==> src/rtl/add_32bit_unsigned_seq.sv <==
`default_nettype none
// ============================================================================
// Module   : add_32bit_unsigned_seq
// Brief    : Multi-cycle unsigned adder, one CHUNK_W slice per clock with a
//            registered ripple carry; define ADD_SAT_EN to saturate on carry.
// Revision : 1.0
// ============================================================================
module add_32bit_unsigned_seq #(
   parameter int WIDTH   = 32,
   parameter int CHUNK_W = 8    // WIDTH must be a multiple of CHUNK_W
) (
   input  logic             clk,
   input  logic             rst_n,
   input  logic             start,
   input  logic [WIDTH-1:0] A,
   input  logic [WIDTH-1:0] B,
   output logic             busy,
   output logic             done,
   output logic [WIDTH-1:0] result,
   output logic             carry
);

   localparam int N     = WIDTH / CHUNK_W;
   localparam int IDX_W = (N > 1) ? $clog2(N) : 1;
   localparam logic [IDX_W-1:0] LAST_IDX = IDX_W'(N - 1);

   typedef enum logic [1:0] {
      IDLE = 2'd0,
      RUN  = 2'd1,
      DONE = 2'd2
   } state_t;

   state_t             state_q, state_d;
   logic [WIDTH-1:0]   a_q, a_d;
   logic [WIDTH-1:0]   b_q, b_d;
   logic [WIDTH-1:0]   result_q, result_d;
   logic [IDX_W-1:0]   idx_q, idx_d;
   logic               cin_q, cin_d;
   logic               carry_q, carry_d;

   logic [CHUNK_W-1:0] a_slice;
   logic [CHUNK_W-1:0] b_slice;
   logic [CHUNK_W:0]   slice_sum;

   // Operand slice mux: constant-index selects keep every part-select static.
   always_comb begin
      a_slice = '0;
      b_slice = '0;
      for (int k = 0; k < N; k++) begin
         if (idx_q == IDX_W'(k)) begin
            a_slice = a_q[k*CHUNK_W +: CHUNK_W];
            b_slice = b_q[k*CHUNK_W +: CHUNK_W];
         end
      end
   end

   assign slice_sum = {1'b0, a_slice} + {1'b0, b_slice} + {{CHUNK_W{1'b0}}, cin_q};

   always_comb begin
      state_d  = state_q;
      a_d      = a_q;
      b_d      = b_q;
      result_d = result_q;
      idx_d    = idx_q;
      cin_d    = cin_q;
      carry_d  = carry_q;

      case (state_q)
         IDLE, DONE: begin
            if (start) begin
               state_d = RUN;
               a_d     = A;
               b_d     = B;
               idx_d   = '0;
               cin_d   = 1'b0;
               carry_d = 1'b0;
            end else begin
               state_d = IDLE;
            end
         end

         RUN: begin
            for (int k = 0; k < N; k++) begin
               if (idx_q == IDX_W'(k)) begin
                  result_d[k*CHUNK_W +: CHUNK_W] = slice_sum[CHUNK_W-1:0];
               end
            end
            if (idx_q == LAST_IDX) begin
               carry_d = slice_sum[CHUNK_W];
               state_d = DONE;
`ifdef ADD_SAT_EN
               if (slice_sum[CHUNK_W]) begin
                  result_d = '1;
               end
`endif
            end else begin
               idx_d = idx_q + IDX_W'(1);
               cin_d = slice_sum[CHUNK_W];
            end
         end

         default: state_d = IDLE;
      endcase
   end

   always_ff @(posedge clk or negedge rst_n) begin
      if (!rst_n) begin
         state_q  <= IDLE;
         a_q      <= '0;
         b_q      <= '0;
         result_q <= '0;
         idx_q    <= '0;
         cin_q    <= 1'b0;
         carry_q  <= 1'b0;
      end else begin
         state_q  <= state_d;
         a_q      <= a_d;
         b_q      <= b_d;
         result_q <= result_d;
         idx_q    <= idx_d;
         cin_q    <= cin_d;
         carry_q  <= carry_d;
      end
   end

   assign busy   = (state_q == RUN);
   assign done   = (state_q == DONE);
   assign result = result_q;
   assign carry  = carry_q;

endmodule
`default_nettype wire

==> config.mk <==
export PLATFORM = sky130hd
export DESIGN_NAME = add_32bit_unsigned_seq
export DESIGN_NICKNAME = d
export VERILOG_FILES = /design/src/rtl/add_32bit_unsigned_seq.sv
export SDC_FILE = /design/constraint.sdc
export NUM_CORES = 1
export LEC_CHECK = 0
export ABC_AREA = 0
export CORE_MARGIN = 4
export CORE_UTILIZATION = 55
export CTS_CLUSTER_DIAMETER = 50
export DETAILED_ROUTE_END_ITERATION = 8
export PLACE_DENSITY = 0.95
export RECOVER_POWER = 100
export SYNTH_ARGS = -nofsm -noshare
export SYNTH_HDL_FRONTEND = slang
export SYNTH_SLANG_ARGS = --single-unit
==> constraint.sdc <==
create_clock -name clk -period 7.73 [get_ports clk]
set_input_delay 1.1595 -clock clk [delete_from_list [all_inputs] [get_ports clk]]
set_output_delay 1.1595 -clock clk [all_outputs]
set_load 0.03 [all_outputs]
==> results.cfg, run 1 <==
[power_and_ir_drop]
leakage_nw = 2.512
p_total_w = 0.002854
powerDensity_nw_per_um2 = 487.3
vdd_drop_max_v = 0.0001964

[drt]
vias = 3450
drt_iter0_drc = 129
final_antenna_net_count = 0
wl_per_cell_um = 17.52
drcViolationCount = 0
wirelength_um = 10530
firstDrtPassIters = 4
avgViaCountPerCell = 5.740

[status]
violations = max-capacitance violations, max-slew violations
status = finished with violations

[synth]
async_flop_share_pct = 100.0
synth-seq-area-share_pct = 55.03
synth_edf_count = 0
synth.distinct_cells = 38
synth_area_per_cell_um2 = 11.62
synth_area_um2 = 4638
synth_nets = 479
syn_inst = 399
yosysWarnings = 0
ys_ff_latch = 102
synth_ff_type = dfrtp_1

[timing]
setup_ws_ps = 3012
relSlewSlack_pct = -124.0
rsz0062_at_grt = false
finalSetupTns_ps = 0
fin_crit_sh_pct = 61.04
setup_viol = 0
hold_viol = 0
fin_crit_ps = 4718
finalClockSkew_ps = 10.43
slew_viol_final = 118
fmax_mhz = 211.9
worst_slew_pin_slew_ps = 3360

[clock_tree]
h-tree-depth = 3
cts_buffers = 9
clkTransAtPathRegs_ps = 100
cts-root-buf = clkbuf_8
postCtsResizedCells = 0
ctsHoldBuffers = 0
clk_latency_ps = 370
cts.sinks = 102
tritoncts = yes
clockBufferDepth = 2
post-cts-setup-buffer-count = 0

[worst_setup_path]
critPathSlowestCell = clkbuf_1
required_ps = 7980
r2r_end = result[22]$_DFFE_PN0P_
start_kind = input pin
critPathMaxFanout = 66
reg2reg_depth = 14
path_cells = dlygate4sd3_1, nor2b_2, clkbuf_1, o21bai_1, mux2_2
cp-end-kind = register
cp_slowest_stage_delay_ps = 2350
reg2reg_slack_ps = 3560
path_buf_inv = 2
cp_data_arrival_time_ps = 4970
crit_type = in2reg
rr_startpoint = idx_q[1]$_DFFE_PN0P_
crit_family = buffers and inverters

[final_layout]
fin_util_pct = 71.28
diodes = 0
layout_commonest_cell = dfrtp_1
layout.nets = 572
final_cell_mix = dfrtp_1 (102), mux2_2 (68), clkdlybuf4s50_1 (64)
areaGrowthSynthToFinish_pct = 26.27
drive_above_1_share_pct = 17.94
nFillCells = 573

[die]
dieArea_um2 = 9966
start_util_pct = 56.45
die_w_um = 99.83
die_h_um = 99.83
rows = 33
io_pins = 102
coreArea_um2 = 8217

[placement]
post-place-ws_ps = 3814
portBuffers = 101
hpwl_um = 7862
gp_congestion = 0.8130

[global_route]
gr-total-overflow = 0
gr-usage-all-layers_pct = 22.82
grt_first_pass_wirelength_um = 17810
grt_max_degree = 67
grt_pass1_vias = 3664
antenna_found_initial = 0

[worst_hold_path]
min_delay_path_depth = 2
hp-class = reg2reg
holdCritStartpoint = result[2]$_DFFE_PN0P_
min_to = result[2]$_DFFE_PN0P_

[run]
maxCapViolCount = 2
## per-layer routing
layer | share of wire (%) | up-vias | routed length (um) | track usage (%)
met3 | 6.8 | 20 | 717 | 4.656
met2 | 50 | 138 | 5286 | 38.38
met1 | 41 | 1713 | 4336 | 29.68
met4 | 1.8 | 0 | 190 | 7.668
met5 | 0 | - | 0 | 0
li1 | - | 1579 | - | -
## power breakdown
| group | internal (W) | switching (W) |
|---|---|---|
| registers | 0.000804 | 0.000155 |
| clock network | 0.000151 | 0.000183 |
| logic | 0.000655 | 0.000906 |
| total | 0.00161 | 0.00124 |
## worst min-delay path: stages (launching register included)
cell and delay [ps]:
dfrtp_1 350, nand2_1 50, o21ai_0 60
## Yosys cell counts, types with 2 or more instances
master    count  area share, %
buf_2         8           0.86
dfrtp_1     102             55
o31ai_1       4           0.65
a21oi_1      27            2.9
nor3_1        2           0.22
nor2_1       12           0.97
nand2_1      53            4.3
ha_1         11            3.0
nand3b_1      6           0.97
o21ai_0      41            4.4
nor2b_1       5           0.67
clkbuf_1      7           0.57
buf_4         5           0.81
mux2_2       70             17
nand2b_1      3           0.40
a22oi_1       8            1.3
inv_1         7           0.57
o21ai_1       5           0.54
fa_1          2           0.86
xor2_1        3           0.57
## area by class of cell
cell class | instances | area, um^2 | share of cell area [%]
timing repair buffer | 104 | 1023 | 17.47
tap | 105 | 131.4 | 2.243
clock buffer | 9 | 123.9 | 2.115
clock inverter | 6 | 68.82 | 1.175
inverter | 7 | 26.28 | 0.4486
sequential | 102 | 2552 | 43.58
multi-input combinational | 268 | 1931 | 32.96
## worst max-delay path by stage
stage / cells after the start / from / to
3_3_place_gp: 14 / idx_q[1]$_DFFE_PN0P_ / cin_q$_DFFE_PN0P_
2_1_floorplan: 16 / idx_q[0]$_DFFE_PN0P_ / cin_q$_DFFE_PN0P_
5_1_grt: 5 / start / cin_q$_DFFE_PN0P_
3_5_place_dp: 14 / idx_q[1]$_DFFE_PN0P_ / carry$_DFFE_PN0P_
6_report: 5 / start / cin_q$_DFFE_PN0P_
4_1_cts: 14 / idx_q[1]$_DFFE_PN0P_ / carry$_DFFE_PN0P_
## flip-flops by register name, summed over array words and instances, names as in the netlist
signal,count
a_q,32
b_q,32
carry,1
cin_q,1
idx_q,2
result,32
state_q,2
## per-stage QoR
step                hold slack [ps]  instance area (um^2)  std cells
detailed placement            470.1                  5695        586
floorplan                     480.4                  4638        399
CTS                           492.8                  5888        601
finish                        486.8                  5857        601
global route                  518.3                  5857        601
global placement              460.8                  5695        586
## cell families after synthesis
logic type / count (synthesis) / synth area share, %
DFF: 102 / 55.03
buffers and inverters: 29 / 2.994
xor gates and xnor gates: 5 / 1.106
and+or+nand+nor: 85 / 8.066
adders and majority gates: 13 / 3.831
AOI/OAI and AO/OA: 95 / 11.98
muxes: 70 / 16.99
Power figures use the tool's default switching activity.
==> inputs of run 2 (changes only) <==
Settings changed: CORE_UTILIZATION 55 to 51, PLACE_DENSITY 0.95 to 0.92.
Clock period 7.73 ns to 4.91 ns, I/O delays scaled along.
==> run 2 against run 1 <==
Against the previous run:
- the run still ends with max-capacitance violations, max-slew violations left
- core utilization down 4.8 points
- final area about the same
- power up 56%
- combinational power up 56%
- critical path type is now reg2reg
- largest cell class unchanged
==> results.cfg, run 2 (same netlist as run 1, synthesis figures left out) <==
[power_and_ir_drop]
p_comb_share_pct = 54.8
vdd_drop_max_v = 0.0002849
leakage_nw = 2.512
p_clk_share_pct = 11.3
swShare_pct = 44.09
p_total_w = 0.004440
seqPwrFrac_pct = 34.0
p_int_w = 0.002483
powerDensity_nw_per_um2 = 758.3
power.switching_w = 0.001957

[final_layout]
fin_util_pct = 66.50
areaGrowthSynthToFinish_pct = 26.25
drive_above_1_share_pct = 18.51
layout_commonest_cell = dfrtp_1
layout.nets = 572
diodes = 0
fin_area_um2 = 5856
final_cell_mix = dfrtp_1 (102), mux2_2 (69), clkdlybuf4s50_1 (64)

[drt]
wirelength_um = 10370
firstDrtPassIters = 4
drcViolationCount = 0
wl_per_cell_um = 17.13
vias = 3387
drt_iter0_drc = 135
avgViaCountPerCell = 5.598
final_antenna_net_count = 0

[worst_setup_path]
path_cells = inv_1, ha_1, nor2b_1, a22oi_1, nor2_1, a21oi_1, o21ai_0, ha_1, a211oi_1, o21ai_2, a21oi_1, xor2_2, o21ai_0
r2r_end = result[30]$_DFFE_PN0P_
required_ps = 5140
cp_data_arrival_time_ps = 4110
path_buf_inv = 1
cp_slowest_stage_delay_ps = 750
cp-end-kind = register
reg2reg_slack_ps = 1030
critPathSlowestCell = nor2b_1
crit_type = reg2reg
reg2reg_depth = 13
start_kind = register
rr_startpoint = idx_q[0]$_DFFE_PN0P_
crit_family = compound AO/OA/AOI/OAI gates
critPathMaxFanout = 10

[clock_tree]
clockBufferDepth = 2
tritoncts = yes
post-cts-setup-buffer-count = 0
h-tree-depth = 3
clkTransAtPathRegs_ps = 100
clk_latency_ps = 370
cts-root-buf = clkbuf_8
postCtsResizedCells = 0
cts_buffers = 9
ctsHoldBuffers = 0
cts.sinks = 102

[timing]
rsz0062_at_grt = false
fin_crit_ps = 3883
finalSetupTns_ps = 0
slew_viol_final = 62
relSlewSlack_pct = -108.9
fin_crit_sh_pct = 79.09
fmax_mhz = 257.5
finalClockSkew_ps = 9.096
hold_viol = 0
worst_slew_pin_slew_ps = 3134
setup_viol = 0

[worst_hold_path]
holdCritStartpoint = result[24]$_DFFE_PN0P_
min_to = result[24]$_DFFE_PN0P_
hp-class = reg2reg
min_delay_path_depth = 2

[placement]
portBuffers = 101
hpwl_um = 7752
gp_congestion = 0.8323
post_dp_cell_area_um2 = 5699

[die]
die_h_um = 103.4
dieArea_um2 = 10680
start_util_pct = 52.67
die_w_um = 103.4
rows = 34
io_pins = 102
coreArea_um2 = 8806

[global_route]
gr-total-overflow = 0
grt_first_pass_wirelength_um = 16660
grt_max_degree = 62
antenna_found_initial = 0
gr-usage-all-layers_pct = 20.48
grt_pass1_vias = 3415

[status]
status = finished with violations
violations = max-capacitance violations, max-slew violations

[run]
maxCapViolCount = 1
==> run 2: cell types whose count changed in the layout (fill, tap and decap cells not counted), sizes merged <==
cell	before	now
buf	2	1
bufinv	1	0
clkbuf	11	13
clkinv	1	3
inv	10	9
==> run 2: per-layer routing <==
metal  part of all wire [%]  up-vias  global-route usage (%)  routed length, um
met4                    1.5        0                   6.375                152
li1                       -     1586                       -                  -
met2                     50      125                   34.66               5145
met5                      0        -                       0                  0
met1                     44     1660                   27.06               4527
met3                    5.2       16                   3.421                541
==> run 2: worst reg2reg max path, cell delays in order, from the launching register on <==
cell and delay [ps]:
dfrtp_1 420, inv_1 110, ha_1 330, nor2b_1 750, a22oi_1 190, nor2_1 140
a21oi_1 60, o21ai_0 270, ha_1 340, a211oi_1 360, o21ai_2 100, a21oi_1 340
xor2_2 220, o21ai_0 130
==> run 2: cell type report <==
type / count / area [um^2]
well taps: 108 / 135.1
clock inverters: 6 / 53.80
inverters: 7 / 26.28
fillers: 649 / 2950
repair buffers: 104 / 1022
multi-input cells: 268 / 1928
clock buffers: 10 / 137.6
flip-flops and latches: 102 / 2552
==> run 2: stage by stage <==
| stage | hold WS [ps] | cells | setup slack (ps) |
|---|---|---|---|
| after global routing | 514.0 | 605 | 462.5 |
| after global placement | 460.5 | 589 | 1440 |
| after floorplan | 440.9 | 399 | 1809 |
| after detailed placement | 470.8 | 589 | 1156 |
| final | 482.5 | 605 | 1027 |
| after CTS | 443.7 | 605 | 1078 |
==> run 2: power by group through the flow <==
stage | Combinational [W] | Sequential (W) | Clock, W
detailed placement | 0.00251 | 0.00153 | 0
floorplan | 0.00155 | 0.00170 | 0
CTS | 0.00253 | 0.00152 | 0.000512
global route | 0.00269 | 0.00156 | 0.000543
global placement | 0.00241 | 0.00151 | 0
finish | 0.00243 | 0.00151 | 0.000500
==> run 2: how the worst max path moves through the flow <==
| stage | startpoint | end | slack, ps | depth (start not counted) |
|---|---|---|---|---|
| floorplan | idx_q[0]$_DFFE_PN0P_ | cin_q$_DFFE_PN0P_ | 1810 | 16 |
| global placement | idx_q[0]$_DFFE_PN0P_ | result[22]$_DFFE_PN0P_ | 1440 | 14 |
| detailed placement | idx_q[0]$_DFFE_PN0P_ | result[29]$_DFFE_PN0P_ | 1160 | 13 |
| CTS | idx_q[0]$_DFFE_PN0P_ | result[29]$_DFFE_PN0P_ | 1080 | 13 |
| global route | rst_n | result[23]$_DFFE_PN0P_ | 460 | 2 |
| finish | idx_q[0]$_DFFE_PN0P_ | result[30]$_DFFE_PN0P_ | 1030 | 13 |
==> inputs of run 3 (changes only) <==
Settings changed: CORE_UTILIZATION 51 to 46, PLACE_DENSITY 0.92 to 0.89.
Clock period 4.91 ns to 3.2 ns, I/O delays scaled along.
==> run 3 against run 2 <==
Against the previous run:
- the run still ends with max-capacitance violations, max-slew violations left
- flip-flop and latch count unchanged
- cell count up 5.6%
- maximum frequency grew 29%
- power is 63% higher
- setup slack got worse by 850 ps
- largest cell class unchanged
- highest routed layer unchanged
==> results.cfg, run 3 (same netlist as run 1, synthesis figures left out) <==
[status]
status = finished with violations
violations = max-capacitance violations, max-slew violations

[global_route]
gr-usage-all-layers_pct = 19.50
gr-total-overflow = 0
grt_max_degree = 103
antenna_found_initial = 0
grt_pass1_vias = 3551
grt_first_pass_wirelength_um = 17670

[worst_setup_path]
path_cells = ha_4, buf_4, a221oi_2, nor3_2, a21oi_2, fa_2, inv_1, fa_2, a211oi_2, o21ai_2, a21oi_4, a21oi_2, mux2_2
reg2reg_slack_ps = 180
required_ps = 3460
critPathSlowestCell = dfrtp_2
cp_data_arrival_time_ps = 3270
crit_type = reg2reg
crit_family = compound AO/OA/AOI/OAI gates
path_buf_inv = 2
start_kind = register
cp-end-kind = register
critPathMaxFanout = 6
cp_slowest_stage_delay_ps = 460

[power_and_ir_drop]
p_comb_share_pct = 56.1
powerDensity_nw_per_um2 = 1197
p_int_w = 0.004079
leakage_nw = 2.562
p_clk_share_pct = 11.4
vdd_drop_max_v = 0.0005022
swShare_pct = 43.68
power.switching_w = 0.003163
seqPwrFrac_pct = 32.5

[drt]
avgViaCountPerCell = 5.196
wl_met2_um = 5633
wl_met3_um = 677
drcViolationCount = 0
met1_length_um = 4497
drt_iter0_drc = 147
firstDrtPassIters = 4
wl_per_cell_um = 17.15
final_antenna_net_count = 0
wirelength_um = 10960
highest_layer = met4
vias = 3320

[final_layout]
layout.nets = 581
final_cell_mix = dfrtp_1 (101), mux2_2 (69), clkdlybuf4s50_1 (66)
fin_util_pct = 61.90
layout_commonest_cell = dfrtp_1
drive_above_1_share_pct = 23.52
areaGrowthSynthToFinish_pct = 30.46
nFillCells = 784
diodes = 0

[die]
start_util_pct = 47.45
coreArea_um2 = 9774
die_w_um = 108.4
io_pins = 102
dieArea_um2 = 11750
rows = 36
die_h_um = 108.4

[clock_tree]
h-tree-depth = 3
clockBufferDepth = 2
cts_buffers = 9
cts.sinks = 102
clkTransAtPathRegs_ps = 90
cts-root-buf = clkbuf_8
tritoncts = yes
clk_latency_ps = 370
ctsHoldBuffers = 0

[placement]
portBuffers = 101
gp_congestion = 0.9082
hpwl_um = 8362

[timing]
fmax_mhz = 331.3
finalClockSkew_ps = 11.61
holdWs_ps = 480.7
fin_crit_ps = 3019
hold_viol = 0
slew_viol_final = 103
worst_slew_pin_slew_ps = 2462
relSlewSlack_pct = -64.13
setup_viol = 0
fin_crit_sh_pct = 94.33

[worst_hold_path]
hp-class = reg2reg

[run]
maxCapViolCount = 1
[run 3: cell type report]
| class | instances | area (um^2) | share of cell area [%] |
|---|---|---|---|
| Sequential cell | 102 | 2554 | 42.20 |
| Multi-Input combinational cell | 268 | 2008 | 33.19 |
| Timing Repair Buffer | 113 | 1090 | 18.01 |
| Tap cell | 133 | 166.4 | 2.750 |
| Clock buffer | 10 | 137.6 | 2.275 |
| Clock inverter | 6 | 68.82 | 1.137 |
| Inverter | 7 | 26.28 | 0.4342 |
[run 3: worst min-delay path: stages, from the launching register on]
cell,delay [ps]
dfrtp_1,350
nand2_1,40
o21ai_0,60
[run 3: per-stage QoR]
stage	worst slack (ps)	instance area (um^2)	power, W	setup TNS [ps]	std cells
finish	181.4	6051	0.007242	0	639
global route	-16.81	6051	0.007797	-24.65	639
global placement	213.0	5803	0.006155	0	622
detailed placement	46.52	5803	0.006364	0	622
CTS	17.88	6017	0.007233	0	638
floorplan	99.30	4638	0.004990	0	399
[run 3: timing repair]
| action | 4_1_cts | 5_1_grt |
|---|---|---|
| setup endpoints to repair | 2 | 22 |
| resized for setup | 1 | 20 |
| endpoints found under the hold margin | 0 | 0 |
| buffers inserted | 0 | 1 |
| pin swaps | 0 | 9 |
[run 3: path summary, 6_finish.rpt]
check / startpoint / end / depth (start not counted)
setup / recovery: idx_q[0]$_DFFE_PN0P_ / cin_q$_DFFE_PN0P_ / 13
hold / removal: result[16]$_DFFE_PN0P_ / result[16]$_DFFE_PN0P_ / 2
setup reg to reg: idx_q[0]$_DFFE_PN0P_ / cin_q$_DFFE_PN0P_ / 13
hold reg to reg: result[16]$_DFFE_PN0P_ / result[16]$_DFFE_PN0P_ / 2
max in group asynchronous: rst_n / idx_q[0]$_DFFE_PN0P_ / 2
min in group asynchronous: rst_n / b_q[24]$_DFFE_PN0P_ / 2
[run 3: layer usage]
metal  GRT usage [%]  vias up
met3           4.537       14
met5               0        -
li1                -     1595
met2           33.10       99
met4           5.681        0
met1           24.94     1612
[run 3: power groups by stage]
stage | Combinational [W] | Clock [W] | Sequential (W)
floorplan | 0.00238 | 0 | 0.00261
global placement | 0.00380 | 0 | 0.00235
detailed placement | 0.00398 | 0 | 0.00238
CTS | 0.00403 | 0.000843 | 0.00236
global route | 0.00446 | 0.000898 | 0.00244
finish | 0.00406 | 0.000824 | 0.00236
